===== config.mk =====
export PLATFORM = sky130hd
export DESIGN_NAME = axi_read_arb2_flat
export DESIGN_NICKNAME = d
export VERILOG_FILES = /design/src/rtl/axi_read_if.sv /design/src/rtl/axi_read_arb2.sv /design/src/flat_wrapper.sv
export SDC_FILE = /design/constraint.sdc
export NUM_CORES = 1
export LEC_CHECK = 0
export ABC_AREA = 1
export CORE_AREA = 2 2 94 96
export CTS_CLUSTER_SIZE = 10
export DETAILED_ROUTE_END_ITERATION = 12
export DIE_AREA = 0 0 96 98
export PLACE_DENSITY_LB_ADDON = 0.1
export SYNTH_ARGS = -nofsm -noshare
export SYNTH_HDL_FRONTEND = slang
export SYNTH_SLANG_ARGS = --single-unit

===== constraint.sdc =====
create_clock -name clk -period 1.9 [get_ports clk]
set_clock_uncertainty 0.15 [all_clocks]
set_input_delay 0.19 -clock clk [delete_from_list [all_inputs] [get_ports clk]]
set_output_delay 0.19 -clock clk [all_outputs]
set_load 0.01 [all_outputs]

===== src/rtl/axi_read_if.sv =====
// AXI read-channel (AR + R) bundle shared by the instruction-memory path.
// master drives the request side, slave drives the response side.
`ifndef AXI_ADDR_WIDTH
`define AXI_ADDR_WIDTH 32
`endif

interface axi_read_if #(
  parameter int ADDR_W = `AXI_ADDR_WIDTH,
  parameter int DATA_W = 32
);
  logic              arvalid;
  logic              arready;
  logic [ADDR_W-1:0] araddr;
  logic [7:0]        arlen;
  logic              rvalid;
  logic              rready;
  logic [DATA_W-1:0] rdata;
  logic [1:0]        rresp;
  logic              rlast;

  modport master (
    output arvalid, araddr, arlen, rready,
    input  arready, rvalid, rdata, rresp, rlast
  );

  modport slave (
    input  arvalid, araddr, arlen, rready,
    output arready, rvalid, rdata, rresp, rlast
  );
endinterface


===== src/rtl/axi_read_arb2.sv =====
// Two-to-one AXI read arbiter: grant held for a whole burst.
// Macro AXI_ARB_ROUND_ROBIN_EN selects round-robin, else port 0 wins ties.
`ifndef AXI_ADDR_WIDTH
`define AXI_ADDR_WIDTH 32
`endif

module axi_read_arb2 #(
  parameter int ADDR_W = `AXI_ADDR_WIDTH,
  parameter int DATA_W = 32
) (
  input  logic       clk,
  input  logic       rst_n,
  axi_read_if.slave  m0_if,
  axi_read_if.slave  m1_if,
  axi_read_if.master s_if,
  output logic       grant,
  output logic       busy,
  output logic       proto_err
);

  typedef enum logic [1:0] {
    IDLE = 2'd0,
    AR   = 2'd1,
    R    = 2'd2
  } state_t;

  state_t state_q, state_d;

  logic       grant_q, grant_d;
  logic       last_q, last_d;
  logic [7:0] len_q, len_d;
  logic [7:0] beat_q, beat_d;
  logic       perr_q, perr_d;

  logic              req0, req1, win;
  logic              in_ar, in_r;
  logic              sel_arvalid, sel_rready;
  logic [ADDR_W-1:0] sel_araddr;
  logic [7:0]        sel_arlen;
  logic              rhs;

  assign req0  = m0_if.arvalid;
  assign req1  = m1_if.arvalid;
  assign in_ar = (state_q == AR);
  assign in_r  = (state_q == R);

  assign sel_arvalid = grant_q ? m1_if.arvalid : m0_if.arvalid;
  assign sel_araddr  = grant_q ? m1_if.araddr  : m0_if.araddr;
  assign sel_arlen   = grant_q ? m1_if.arlen   : m0_if.arlen;
  assign sel_rready  = grant_q ? m1_if.rready  : m0_if.rready;

  assign rhs = s_if.rvalid & sel_rready;

  // Winner of the next arbitration round.
  always_comb begin
    win = 1'b0;
    unique case (1'b1)
      req0 & req1: begin
`ifdef AXI_ARB_ROUND_ROBIN_EN
        win = ~last_q;
`else
        win = 1'b0;
`endif
      end
      req1 & ~req0: win = 1'b1;
      default:      win = 1'b0;
    endcase
  end

  // Next-state and bookkeeping for the arbitration FSM.
  always_comb begin
    state_d = state_q;
    grant_d = grant_q;
    last_d  = last_q;
    len_d   = len_q;
    beat_d  = beat_q;
    perr_d  = perr_q;
    unique case (state_q)
      IDLE: begin
        if (req0 | req1) begin
          grant_d = win;
          state_d = AR;
        end
      end
      AR: begin
        if (sel_arvalid & s_if.arready) begin
          len_d   = sel_arlen;
          beat_d  = 8'd0;
          state_d = R;
        end
      end
      R: begin
        if (rhs) begin
          beat_d = beat_q + 8'd1;
          if (s_if.rlast && beat_q != len_q)
            perr_d = 1'b1;
          if (!s_if.rlast && beat_q == len_q)
            perr_d = 1'b1;
          if (s_if.rlast) begin
            last_d  = grant_q;
            state_d = IDLE;
          end
        end
      end
      default: state_d = IDLE;
    endcase
  end

  // State and arbitration registers.
  always_ff @(posedge clk or negedge rst_n) begin
    if (!rst_n) begin
      state_q <= IDLE;
      grant_q <= 1'b0;
      last_q  <= 1'b1;
      len_q   <= 8'd0;
      beat_q  <= 8'd0;
      perr_q  <= 1'b0;
    end else begin
      state_q <= state_d;
      grant_q <= grant_d;
      last_q  <= last_d;
      len_q   <= len_d;
      beat_q  <= beat_d;
      perr_q  <= perr_d;
    end
  end

  assign s_if.arvalid = in_ar & sel_arvalid;
  assign s_if.araddr  = in_ar ? sel_araddr : '0;
  assign s_if.arlen   = in_ar ? sel_arlen  : 8'd0;
  assign s_if.rready  = in_r & sel_rready;

  assign m0_if.arready = in_ar & ~grant_q & s_if.arready;
  assign m0_if.rvalid  = in_r & ~grant_q & s_if.rvalid;
  assign m0_if.rlast   = in_r & ~grant_q & s_if.rlast;
  assign m0_if.rdata   = (in_r & ~grant_q) ? s_if.rdata : '0;
  assign m0_if.rresp   = (in_r & ~grant_q) ? s_if.rresp : 2'b00;

  assign m1_if.arready = in_ar & grant_q & s_if.arready;
  assign m1_if.rvalid  = in_r & grant_q & s_if.rvalid;
  assign m1_if.rlast   = in_r & grant_q & s_if.rlast;
  assign m1_if.rdata   = (in_r & grant_q) ? s_if.rdata : '0;
  assign m1_if.rresp   = (in_r & grant_q) ? s_if.rresp : 2'b00;

  assign grant     = grant_q;
  assign busy      = in_ar | in_r;
  assign proto_err = perr_q;

endmodule


===== src/flat_wrapper.sv =====
// flat-port wrapper written by rule: the top's interface ports become plain ports
module axi_read_arb2_flat 
#(
  parameter int ADDR_W = `AXI_ADDR_WIDTH,
  parameter int DATA_W = 32
)
  (clk, rst_n, grant, busy, proto_err, m0_if_arvalid, m0_if_araddr, m0_if_arlen, m0_if_rready, m0_if_arready, m0_if_rvalid, m0_if_rdata, m0_if_rresp, m0_if_rlast, m1_if_arvalid, m1_if_araddr, m1_if_arlen, m1_if_rready, m1_if_arready, m1_if_rvalid, m1_if_rdata, m1_if_rresp, m1_if_rlast, s_if_arvalid, s_if_araddr, s_if_arlen, s_if_rready, s_if_arready, s_if_rvalid, s_if_rdata, s_if_rresp, s_if_rlast);
  axi_read_if #(.ADDR_W(ADDR_W), .DATA_W(DATA_W)) m0_if_i ();
  axi_read_if #(.ADDR_W(ADDR_W), .DATA_W(DATA_W)) m1_if_i ();
  axi_read_if #(.ADDR_W(ADDR_W), .DATA_W(DATA_W)) s_if_i ();
  input  logic clk;
  input  logic rst_n;
  output logic grant;
  output logic busy;
  output logic proto_err;
  input wire logic [$bits(m0_if_i.arvalid)-1:0] m0_if_arvalid;
  input wire logic [$bits(m0_if_i.araddr)-1:0] m0_if_araddr;
  input wire logic [$bits(m0_if_i.arlen)-1:0] m0_if_arlen;
  input wire logic [$bits(m0_if_i.rready)-1:0] m0_if_rready;
  output wire logic [$bits(m0_if_i.arready)-1:0] m0_if_arready;
  output wire logic [$bits(m0_if_i.rvalid)-1:0] m0_if_rvalid;
  output wire logic [$bits(m0_if_i.rdata)-1:0] m0_if_rdata;
  output wire logic [$bits(m0_if_i.rresp)-1:0] m0_if_rresp;
  output wire logic [$bits(m0_if_i.rlast)-1:0] m0_if_rlast;
  input wire logic [$bits(m1_if_i.arvalid)-1:0] m1_if_arvalid;
  input wire logic [$bits(m1_if_i.araddr)-1:0] m1_if_araddr;
  input wire logic [$bits(m1_if_i.arlen)-1:0] m1_if_arlen;
  input wire logic [$bits(m1_if_i.rready)-1:0] m1_if_rready;
  output wire logic [$bits(m1_if_i.arready)-1:0] m1_if_arready;
  output wire logic [$bits(m1_if_i.rvalid)-1:0] m1_if_rvalid;
  output wire logic [$bits(m1_if_i.rdata)-1:0] m1_if_rdata;
  output wire logic [$bits(m1_if_i.rresp)-1:0] m1_if_rresp;
  output wire logic [$bits(m1_if_i.rlast)-1:0] m1_if_rlast;
  output wire logic [$bits(s_if_i.arvalid)-1:0] s_if_arvalid;
  output wire logic [$bits(s_if_i.araddr)-1:0] s_if_araddr;
  output wire logic [$bits(s_if_i.arlen)-1:0] s_if_arlen;
  output wire logic [$bits(s_if_i.rready)-1:0] s_if_rready;
  input wire logic [$bits(s_if_i.arready)-1:0] s_if_arready;
  input wire logic [$bits(s_if_i.rvalid)-1:0] s_if_rvalid;
  input wire logic [$bits(s_if_i.rdata)-1:0] s_if_rdata;
  input wire logic [$bits(s_if_i.rresp)-1:0] s_if_rresp;
  input wire logic [$bits(s_if_i.rlast)-1:0] s_if_rlast;
  assign m0_if_i.arvalid = m0_if_arvalid;
  assign m0_if_i.araddr = m0_if_araddr;
  assign m0_if_i.arlen = m0_if_arlen;
  assign m0_if_i.rready = m0_if_rready;
  assign m0_if_arready = m0_if_i.arready;
  assign m0_if_rvalid = m0_if_i.rvalid;
  assign m0_if_rdata = m0_if_i.rdata;
  assign m0_if_rresp = m0_if_i.rresp;
  assign m0_if_rlast = m0_if_i.rlast;
  assign m1_if_i.arvalid = m1_if_arvalid;
  assign m1_if_i.araddr = m1_if_araddr;
  assign m1_if_i.arlen = m1_if_arlen;
  assign m1_if_i.rready = m1_if_rready;
  assign m1_if_arready = m1_if_i.arready;
  assign m1_if_rvalid = m1_if_i.rvalid;
  assign m1_if_rdata = m1_if_i.rdata;
  assign m1_if_rresp = m1_if_i.rresp;
  assign m1_if_rlast = m1_if_i.rlast;
  assign s_if_arvalid = s_if_i.arvalid;
  assign s_if_araddr = s_if_i.araddr;
  assign s_if_arlen = s_if_i.arlen;
  assign s_if_rready = s_if_i.rready;
  assign s_if_i.arready = s_if_arready;
  assign s_if_i.rvalid = s_if_rvalid;
  assign s_if_i.rdata = s_if_rdata;
  assign s_if_i.rresp = s_if_rresp;
  assign s_if_i.rlast = s_if_rlast;
  axi_read_arb2 #(.ADDR_W(ADDR_W), .DATA_W(DATA_W)) u_core (.clk(clk), .rst_n(rst_n), .m0_if(m0_if_i), .m1_if(m1_if_i), .s_if(s_if_i), .grant(grant), .busy(busy), .proto_err(proto_err));
endmodule

==> impl_metrics.csv, run 1 <==
group,metric,value,unit
timing,final-hold-violation-count,0,
floorplan,row_count,34,
grt,grt.overflow.total,0,
place,routabilityCongestion,0.8842,
timing,whs,99.71,ps
synth,ys_ff_latch,20,
synth,synth.avg_cell_area,5.379,sq um
outcome,status,"finished with violations",
timing,timing.final.crit_share,100.3,%
setup_path,worst_setup_path_end_kind,"output pin",
clock_network,htreeDepth,1,
synth,ys.flop_type,"dfrtp_1",
drt,ant_nets,0,
finish,nets,811,
setup_path,start_kind,"flip-flop",
clock_network,cts_tree,"yes",
floorplan,initial_core_util,26.56,%
drt,wirelength,11140,microns
drt,firstDrtPassIters,4,
synth,synthesis.instances,418,
grt,grt_pass1_wl,16060,microns
clock_network,clk_pin_slew,80,ps
worst_hold_path,hp-class,"in2async",
place,port_buffers,241,
timing,clock.fmax,524.6,MHz
synth,synthesis.area,2248,sq um
timing,fin_ws,-6.055,ps
synth,ys_async_sr_fraction,100.0,%
timing,rsz0062_at_grt,"yes",
place,place_ws,-144.8,ps
drt,drt_iter0_markers,131,
synth,synth_common_cells,"nand2_1, nor2_1, inv_1, a21oi_1, dfrtp_1",
floorplan,dieWidth,96,microns
grt,grt_pass1_vias,3326,
power_and_ir_drop,power,4.810,mW
timing,timing.final.max_slew_violations,0,
setup_path,cp.arrival,1570,ps
clock_network,cts_buffers,3,
timing,max_slew_margin,83.03,%
clock_network,cts_root_buffer,"clkbuf_8",
outcome,failed_checks,"negative setup slack",
setup_path,crit_fanout,9,
synth,synth.distinct_cells,21,
setup_path,required,1560,ps
drt,vias_per_cell,4.448,
clock_network,clk_path_buf_depth,2,
synth,synth_nets,546,
floorplan,top_level_ports,242,
finish,drive_above_1_share,28.89,%
synth,synth_top_area_share,23.04,%
drt,wl_per_cell,14.10,microns
synth,synth_edf_count,0,
power_and_ir_drop,ir_drop,0.4887,mV
finish,antenna_cells,0,
timing,finalWorstPathRequiredPeriod,1906,ps
timing,setup_viol,2,
run,max-cap-violations,0,
timing,tns,-7.076,ps
floorplan,die_h,98,microns
setup_path,criticalPathCategory,"reg2out",
grt,track_usage,21.35,%
clock_network,clock_sinks,20,
finish,syn2layout_area_growth,111.9,%
grt,grt_max_degree,37,
synth,yosys_warnings,0,
floorplan,core,8466,sq um
power_and_ir_drop,p_leak,2.588,nW
drt,route.detailed.drc,0,
synth,synth_largest_area_cell,"nand2_1",
place,hpwl,8896,microns
drt,dr_total_vias,3514,
synth,yosysMostFrequentCell,"nand2_1",
power_and_ir_drop,pwr_density_cell,1009,nW/um^2
synth,synthTopCellsByArea,"nand2_1, dfrtp_1, nor2_1",
floorplan,dieArea,9408,sq um
clock_network,worst_skew_pair.late_latency,270,ps
timing,tightest_slew,252.7,ps
grt,antenna_found_initial,0,
synth,seq_area_frac_synth,22.26,%
==> cell type report <==
type	instances	area, sq um
clock buffer	4	55.05
fill	857	3701
inverter	61	234.0
multi-input combinational	315	1484
sequential	20	501.7
tap	108	135.1
timing repair buffer	282	2355
==> state kept, by name (all words and copies together), names as in the netlist <==
| register | cells |
|---|---|
| u_core.beat_q | 8 |
| u_core.state_q | 2 |
| u_core.proto_err | 1 |
| u_core.len_q | 8 |
| u_core.grant | 1 |
==> worst max-delay path, stage by stage (launching register included) <==
cell	delay, ps
dfrtp_1	410
buf_4	150
ha_4	180
nand2_4	130
clkbuf_16	180
nor2_1	40
clkdlybuf4s15_2	220
==> metrics by stage <==
step           instance area, sq um  util (%)  std cells
2_1_floorplan                  2248         -        418
3_3_place_gp                   4994     58.99        780
3_5_place_dp                   4994     58.99        780
4_1_cts                        5057     59.74        785
5_1_grt                        4765     56.28        790
6_report                       4765     56.28        790
==> layer usage <==
metal	track usage, %	up-vias	share of wire, %
li1	-	1795	-
met1	21.37	1560	35
met2	41.19	142	54
met3	7.330	17	9.1
met4	4.725	0	1.8
met5	0	-	0
==> placed cells by master (no fill, tap or decap), types with 2 or more instances in the layout <==
| cell | instances |
|---|---|
| nor2_2 | 4 |
| buf_6 | 3 |
| buf_4 | 29 |
| a21oi_1 | 30 |
| nand2_2 | 4 |
| xnor2_1 | 4 |
| nor2_1 | 75 |
| nand2_1 | 136 |
| nand2_4 | 3 |
| nand3_1 | 14 |
| dlygate4sd2_1 | 3 |
| inv_2 | 4 |
| dfrtp_1 | 19 |
| o21ai_0 | 13 |
| ha_1 | 3 |
| o21ai_1 | 2 |
| buf_12 | 5 |
| nor3_1 | 4 |
| clkbuf_8 | 4 |
| inv_1 | 56 |
| buf_2 | 69 |
| clkdlybuf4s15_2 | 12 |
| o21ai_2 | 6 |
| clkbuf_2 | 33 |
| a21oi_2 | 12 |
| clkbuf_16 | 3 |
| clkdlybuf4s50_1 | 123 |
==> repair_timing <==
item,CTS,global route
endpoints found under the setup margin,118,106
resized for setup,341,110
hold buffers,0,0
pin swaps,0,2
setup buffers,1,1
cloned,0,4
==> where the power goes <==
part | switching [mW] | internal, mW
registers | 0.100 | 0.548
logic | 2.10 | 1.73
clock network | 0.148 | 0.185
total | 2.34 | 2.47
==> cell families after synthesis <==
kind of cell               synth area share [%]
adders and majority gates                 2.782
xor gates and xnor gates                  1.948
and+or+nand+nor                           42.13
buffers and inverters                     15.53
DFF                                       22.26
AOI/OAI and AO/OA                         15.36
==> path summary, 6_finish.rpt <==
check                                  start          endpoint  slack [ps]  cells after the start
min reg2reg                 u_core.proto_err  u_core.proto_err         320                      2
max in group asynchronous              rst_n      u_core.grant        1270                      2
max                        u_core.state_q[1]   m0_if_rdata[12]          -6                      6
max reg2reg                u_core.state_q[1]  u_core.beat_q[4]         140                     11
min                                    rst_n  u_core.beat_q[4]         100                      2
min in group clk            u_core.proto_err  u_core.proto_err         320                      2
Power figures use the tool's default switching activity.
==> run 2, diff against run 1 <==
- SETUP_SLACK_MARGIN: unset -> 0.4
==> impl_metrics.csv, run 2 (synthesis gave the netlist of run 1 again) <==
group,metric,value,unit
outcome,status,"finished with violations",
outcome,failed_checks,"negative setup slack",
floorplan,row_count,34,
finish,drive_above_1_share,50.07,%
clock_network,worst_skew_pair.late_latency,260,ps
floorplan,dieWidth,96,microns
setup_path,slowest_stage,"dfrtp_1",
drt,dr_wl_met3,946,microns
finish,nets,846,
clock_network,cts_root_buffer,"clkbuf_8",
power_and_ir_drop,ir_drop,0.9274,mV
timing,timing.final.max_slew_violations,0,
clock_network,cts_tree,"yes",
setup_path,crit_fanout,7,
setup_path,crit_family,"buffers and inverters",
clock_network,clk_path_buf_depth,2,
timing,tightest_slew,322.4,ps
drt,firstDrtPassIters,4,
finish,final_common_cell,"clkdlybuf4s50_1",
clock_network,cts_buffers,3,
finish,fillCellCount,563,
place,routabilityCongestion,0.8594,
grt,antenna_found_initial,0,
timing,timing.final.crit_share,102.5,%
grt,grt_max_degree,29,
setup_path,criticalPathCategory,"reg2out",
timing,clock.fmax,513.4,MHz
clock_network,clock_sinks,20,
drt,wl_met1,4950,microns
worst_hold_path,hp-class,"in2async",
floorplan,core,8466,sq um
clock_network,htreeDepth,1,
place,port_buffers,241,
drt,route.detailed.drc,0,
grt,track_usage,27.22,%
setup_path,r2r-start,"u_core.state_q[0]",
drt,top_layer_used,"met4",
timing,finalWorstPathRequiredPeriod,1948,ps
timing,rsz0062_at_grt,"yes",
drt,dr_wl_met2,7699,microns
timing,max_slew_margin,78.48,%
floorplan,top_level_ports,242,
setup_path,worst_setup_path_end_kind,"output pin",
timing,tns,-371.2,ps
setup_path,cp_cell_sequence,"inv_2 > ha_4 > nand2_8 > buf_6 > nor2_2 > clkdlybuf4s15_2",
run,max-cap-violations,0,
grt,grt_pass1_vias,3896,
floorplan,die_h,98,microns
finish,antenna_cells,0,
timing,final-hold-violation-count,0,
setup_path,start_kind,"flip-flop",
finish,syn2layout_area_growth,193.7,%
drt,ant_nets,0,
finish,final_util,77.99,%
timing,whs,123.9,ps
setup_path,max_stage_delay,440,ps
floorplan,dieArea,9408,sq um
drt,drt_iter0_markers,124,
power_and_ir_drop,p_leak,3.038,nW
setup_path,cp.arrival,1610,ps
drt,vias_per_cell,4.701,
timing,fin_ws,-47.63,ps
power_and_ir_drop,pwr_density_cell,1177,nW/um^2
timing,setup_viol,25,
setup_path,rr_worst_depth,11,
finish,reg_top3,"u_core.beat_q x8, u_core.len_q x8, u_core.state_q x2",
place,hpwl,9543,microns
grt,grt_pass1_wl,20130,microns
clock_network,clk_pin_slew,80,ps
floorplan,initial_core_util,26.56,%
setup_path,r2r_end,"u_core.beat_q[7]",
finish,final_cell_mix,"clkdlybuf4s50_1, nand2_1, buf_6, buf_2, inv_1",
setup_path,required,1560,ps
setup_path,path_buf_inv,3,
drt,wl_per_cell,17.11,microns
drt,wirelength,14120,microns
setup_path,r2r_slack,-20,ps
grt,grt.overflow.total,0,
drt,dr_total_vias,3878,
-- run 2: worst register-to-register path, cell delays in order (launching register included) --
cell and delay (ps):
dfrtp_1 440, inv_2 110, ha_4 210, buf_4 130, buf_6 100, inv_4 30, buf_6 120, o21ai_4 170
nand2_8 90, buf_12 150, nand2_4 50, o21ai_2 50
-- run 2: final cells by class --
type                       count  area, sq um  share of cell area (%)
tap                          108        135.1                   2.047
timing repair buffer         316         3261                   49.38
inverter                      61        252.7                   3.828
multi-input combinational    315         2381                   36.06
timing repair inverter         1        16.27                  0.2464
sequential                    20        501.7                   7.599
clock buffer                   4        55.05                  0.8338
-- run 2: power by group --
group | internal, mW | switching [mW] | total [mW] | leakage (nW)
clock | 0.185 | 0.155 | 0.340 | 0.0288
combinational | 3.42 | 3.34 | 6.77 | 2.75
sequential | 0.548 | 0.118 | 0.666 | 0.256
-- run 2: per-stage QoR --
step / area (sq um) / worst slack (ps) / cells / power [mW]
5_1_grt: 6603 / -102.3 / 825 / 8.182
3_3_place_gp: 5533 / -72.11 / 775 / 5.274
3_5_place_dp: 5533 / -148.7 / 775 / 5.346
4_1_cts: 6185 / -61.48 / 806 / 6.907
6_report: 6603 / -47.63 / 825 / 7.771
2_1_floorplan: 2885 / 367.4 / 418 / 3.346
-- run 2: worst max-delay path by stage --
stage                      startpoint               to  slack [ps]  cells past startpoint
CTS                 u_core.state_q[1]   m1_if_rdata[0]         -60                      6
detailed placement  u_core.state_q[0]    s_if_arlen[4]        -150                      5
floorplan           u_core.state_q[0]  m1_if_rdata[10]         370                      6
global route             u_core.grant  u_core.len_q[4]        -100                     10
finish              u_core.state_q[0]   m1_if_rdata[2]         -50                      6
global placement    u_core.state_q[1]  s_if_araddr[11]         -70                      6
-- run 2: metal layers --
layer / global-route usage (%) / vias to the layer above
met1: 28.35 / 1805
met5: 0 / -
li1: - / 1872
met4: 9.341 / 0
met2: 52.62 / 163
met3: 5.015 / 38
-- run 2: what timing repair did --
item	4_1_cts	5_1_grt
setup endpoints to repair	137	139
gates cloned	7	7
hold buffers	0	0
hold endpoints to repair	0	0
pin swaps	12	11
setup buffers	20	12
resized for setup	493	185
